## src/rtl/writeback_arbiter.sv

```systemverilog
// Writeback arbiter: merges single-cycle ALU results with queued multdiv
// results onto one registered register-file write port. The ALU normally
// wins. A waiting multdiv result is forced through after STARVE_LIMIT
// consecutive losses, and the ALU is stalled for that cycle.
module writeback_arbiter #(
  parameter int unsigned STARVE_LIMIT = 4
) (
  input  logic        clock,
  input  logic        ctrl_reset,
  input  logic        alu_valid,
  input  logic [4:0]  alu_reg,
  input  logic [31:0] alu_data,
  output logic        alu_stall,
  input  logic        md_valid,
  input  logic [4:0]  md_reg,
  input  logic [31:0] md_data,
  output logic        md_ready,
  output logic        ctrl_writeEnable,
  output logic [4:0]  ctrl_writeReg,
  output logic [31:0] data_writeReg,
  output logic [1:0]  md_count
);

  localparam int unsigned SW = (STARVE_LIMIT < 1) ? 1 : $clog2(STARVE_LIMIT + 1);
  localparam logic [SW-1:0] LIMIT = SW'(STARVE_LIMIT);

  // Two-entry FIFO. Slot 0 is always the head; a pop shifts slot 1 down.
  logic [4:0]    q_reg   [2];
  logic [31:0]   q_data  [2];
  logic [1:0]    count;
  logic [SW-1:0] starve_cnt;

  logic [4:0]    q_reg_n  [2];
  logic [31:0]   q_data_n [2];
  logic [1:0]    count_n;
  logic [1:0]    count_after_pop;
  logic [SW-1:0] starve_cnt_n;

  logic alu_req;
  logic fifo_nonempty;
  logic force_md;
  logic grant_alu;
  logic pop;
  logic push;

  // Grant decision, handshake and FIFO next state.
  always_comb begin
    alu_req       = alu_valid && (alu_reg != '0);
    fifo_nonempty = (count != 2'd0);
    force_md      = fifo_nonempty && (starve_cnt == LIMIT);
    md_ready      = (count < 2'd2);
    alu_stall     = force_md && alu_req;
    grant_alu     = alu_req && !force_md;
    pop           = fifo_nonempty && (force_md || !alu_req);
    // md_reg = 0 completes the handshake but the result is dropped.
    push          = md_valid && md_ready && (md_reg != '0);

    q_reg_n  = q_reg;
    q_data_n = q_data;
    if (pop) begin
      q_reg_n[0]  = q_reg[1];
      q_data_n[0] = q_data[1];
    end
    count_after_pop = count - 2'(pop);
    // New entry lands behind whatever survives the pop, preserving FIFO order.
    if (push) begin
      if (count_after_pop == 2'd0) begin
        q_reg_n[0]  = md_reg;
        q_data_n[0] = md_data;
      end else begin
        q_reg_n[1]  = md_reg;
        q_data_n[1] = md_data;
      end
    end
    count_n = count_after_pop + 2'(push);

    starve_cnt_n = starve_cnt;
    if (pop || !fifo_nonempty) begin
      starve_cnt_n = '0;
    end else if (grant_alu && (starve_cnt != LIMIT)) begin
      starve_cnt_n = starve_cnt + 1'b1;
    end
  end

  // FIFO storage, occupancy and starvation counter.
  always_ff @(posedge clock) begin
    if (ctrl_reset) begin
      count      <= '0;
      starve_cnt <= '0;
      q_reg[0]   <= '0;
      q_reg[1]   <= '0;
      q_data[0]  <= '0;
      q_data[1]  <= '0;
    end else begin
      count      <= count_n;
      starve_cnt <= starve_cnt_n;
      q_reg      <= q_reg_n;
      q_data     <= q_data_n;
    end
  end

  // Registered write port; index and data hold when nothing is granted.
  always_ff @(posedge clock) begin
    if (ctrl_reset) begin
      ctrl_writeEnable <= 1'b0;
      ctrl_writeReg    <= '0;
      data_writeReg    <= '0;
    end else if (grant_alu) begin
      ctrl_writeEnable <= 1'b1;
      ctrl_writeReg    <= alu_reg;
      data_writeReg    <= alu_data;
    end else if (pop) begin
      ctrl_writeEnable <= 1'b1;
      ctrl_writeReg    <= q_reg[0];
      data_writeReg    <= q_data[0];
    end else begin
      ctrl_writeEnable <= 1'b0;
    end
  end

  assign md_count = count;

endmodule

```

## config.mk

```make
export PLATFORM = sky130hd
export DESIGN_NAME = writeback_arbiter
export DESIGN_NICKNAME = d
export VERILOG_FILES = /design/src/rtl/writeback_arbiter.sv
export SDC_FILE = /design/constraint.sdc
export NUM_CORES = 1
export LEC_CHECK = 0
export CAP_MARGIN = 20
export CORE_UTILIZATION = 30
export CTS_BUF_LIST = sky130_fd_sc_hd__clkbuf_8
export DETAILED_ROUTE_END_ITERATION = 16
export HOLD_SLACK_MARGIN = 0.15
export PLACE_DENSITY = 0.61
export REMOVE_ABC_BUFFERS = 1
export SYNTH_ARGS = -nofsm -noshare
export SYNTH_HDL_FRONTEND = slang
export SYNTH_SLANG_ARGS = --single-unit
export TNS_END_PERCENT = 50
```

## constraint.sdc

```tcl
create_clock -name clock -period 7.95 [get_ports clock]
set_input_delay 1.59 -clock clock [delete_from_list [all_inputs] [get_ports clock]]
set_output_delay 1.59 -clock clock [all_outputs]
set_load 0.02 [all_outputs]
```

==> impl_metrics.toml <==
[sta]
hold_viol = 0
grt_setup_unrepaired = "false"
fmax_ghz = 0.2039
fin_setup_tns_ps = 0
clock_skew_ps = 7.558
setup_ws_ps = 3047
setup_viol = 0
slew-limit-headroom = 0.2699
slew_violations = 0
period_share = 0.6168
worstMarginPinSlew_ps = 1090
fin_crit_ps = 4903

[clock_network]
cts_buffer_depth = 2
cts_setup_buffers = 0
clock-sinks = 117
cts.repair.resized = 0
clk_pin_slew_ps = 60
cts_tree = "built"
cts-root-buf = "clkbuf_8"
cts_buffers = 17
htree_levels = 4
clk_latency_ps = 440
ctsHoldBuffers = 0

[global_routing]
overflow = 0
track_usage = 0.1582
antenna_found_initial = 0
grt_pass1_wl_um = 22220
grt_max_degree = 76
grt_pass1_vias = 4515

[worst_setup_path]
critPathRequiredTime_ps = 6360
crit_chain = "clkdlybuf4s50_1, or3_4, o21ai_2, nor3_1, clkdlybuf4s50_1"
cp_max_fo = 4
startpoint_type = "primary input"
critical_path_class = "primary input to output port"
critPathSlowestCell = "clkdlybuf4s50_1"
worst_ep_arrival_time_ps = 3310
cp-end-kind = "output port"
crit_path_frequent_cell = "clkdlybuf4s50_1"
cpPeakStageDelay_ps = 560

[finish]
regArea_um2 = 2342
largest_reg_flops = 64
layout.nets = 716
fillers = 1673
drive_gt1_frac = 0.1006
multi_input_area_um2 = 2355
antenna_cells = 0
syn2layout_area_growth_pct = 30.01

[logic_synthesis]
avgSynthCellArea_um2 = 9.509
ys_top_cells_by_area = "dfxtp_1, mux2i_1, a311oi_1, nor2_1, o32ai_1"
ys_seq_area_frac = 0.4520
synth_cells = 545
async_flop_share = 0
synth-edff-count = 0
synth_top_area_frac = 0.4520
synth_seq_cells = 117
synth.cell_area_um2 = 5182
yosysWarnings = 0
ys.flop_type = "dfxtp_1"
yosysUniqueCellTypes = 36
synth_top_area_cell = "dfxtp_1"

[routing]
via_per_inst = 5.155
vias = 4464
first_pass_iters = 4
ant_nets = 0
drt-wirelength-per-cell_um = 15.72
wl_um = 13610
drt_iter0_drc = 246
drc = 0

[power_and_ir_drop]
peakVddDrop_mv = 0.1811
leakage_nw = 2.284
power_density_nw_per_um2 = 318.6

[floorplan]
io_pins = 120
start_util = 0.3103
rows = 47
core_um2 = 16700
dieArea_um2 = 17800
die_w_um = 133.4
die_h_um = 133.4

[worst_hold_path]
hp-class = "register to register"

[placed_design]
portBuffers = 119
place.gp.congestion = 0.7134
dp_slack_ps = 2805
hpwl_um = 8587

[run]
maxCapViolCount = 0

[status]
outcome = "finished, final reports clean"
==> synth_stat cells (4+ instances only) <==
library cell and instances:
a211oi_1 27, a211oi_2 9, a311oi_1 37, buf_2 10
buf_4 6, buf_6 14, clkbuf_1 25, dfxtp_1 117
ha_1 4, inv_1 43, mux2i_1 38, nand3_1 37
nor2_1 80, nor3_1 4, o21ai_0 32, o21ai_1 5
o32ai_1 27, o32ai_2 8
==> cell families after synthesis <==
| family | Yosys count | share of synthesized area |
|---|---|---|
| adders and majority gates | 4 | 0.009658 |
| buffers and inverters | 98 | 0.09802 |
| muxes | 38 | 0.07339 |
| AOI/OAI and AO/OA | 153 | 0.2516 |
| and+or+nand+nor | 133 | 0.1120 |
| xor gates and xnor gates | 2 | 0.003381 |
| DFF | 117 | 0.4520 |
==> path summary, 6_finish.rpt <==
path / from / endpoint / slack, ps / cells after the start
setup / recovery: alu_reg[0] / alu_stall / 3050 / 5
hold / removal: data_writeReg[21] / data_writeReg[21] / 460 / 2
setup reg to reg: starve_cnt[0] / q_data[25] / 4390 / 11
hold reg to reg: data_writeReg[21] / data_writeReg[21] / 460 / 2
==> per-layer routing <==
layer | vias to the layer above | global-route usage | part of all wire
li1 | 2175 | - | -
met1 | 2139 | 0.1901 | 0.44
met2 | 127 | 0.2639 | 0.48
met3 | 23 | 0.04148 | 0.055
met4 | 0 | 0.07197 | 0.022
met5 | - | 0 | 0
==> worst max-delay path, delay by kind of cell <==
kind | cells | cell delay (ps)
AND/OR/NAND/NOR | 2 | 520
buffers and inverters | 2 | 980
AO/OA/AOI/OAI | 1 | 230
==> layout make-up <==
type | count | area share
Clock inverter | 12 | 0.01318
Tap cell | 220 | 0.04085
Inverter | 43 | 0.02396
Multi-Input combinational cell | 330 | 0.3495
Clock buffer | 19 | 0.03881
Sequential cell | 117 | 0.3476
Timing Repair Buffer | 125 | 0.1861
==> stage by stage <==
step / cell area, µm² / instances / power, mW / util / hold WS [ps]
6_report: 6738 / 866 / 2.146 / 0.4034 / 456.0
5_1_grt: 6738 / 866 / 2.286 / 0.4034 / 475.3
4_1_cts: 6718 / 865 / 2.164 / 0.4022 / 458.3
3_5_place_dp: 6367 / 834 / 1.663 / 0.3813 / 447.1
3_3_place_gp: 6352 / 833 / 1.636 / 0.3804 / 442.4
2_1_floorplan: 4836 / 490 / 1.357 / - / 460.0
==> layout by cell type (no fill, tap or decap), drive strengths merged <==
cell type      count
a2111oi            2
a211o              1
a211oi            36
a21oi              1
a311oi            37
and2               1
and3               2
buf                7
bufinv             1
clkbuf            19
clkdlybuf4s50    118
clkinv             8
clkinvlp           2
dfxtp            117
ha                 4
inv               44
mux2i             38
nand2              2
nand2b             1
nand3             37
nor2              81
nor2b              1
nor3               4
nor4               2
o211a              1
o211ai             1
o21ai             38
o221ai             1
o32ai             35
or2                1
or3                1
xnor2              2
==> report_power, final <==
part,internal (mW),switching (mW)
clock network,0.255,0.234
logic,0.342,0.463
registers,0.760,0.0924
(Power assumes the default switching activity.)
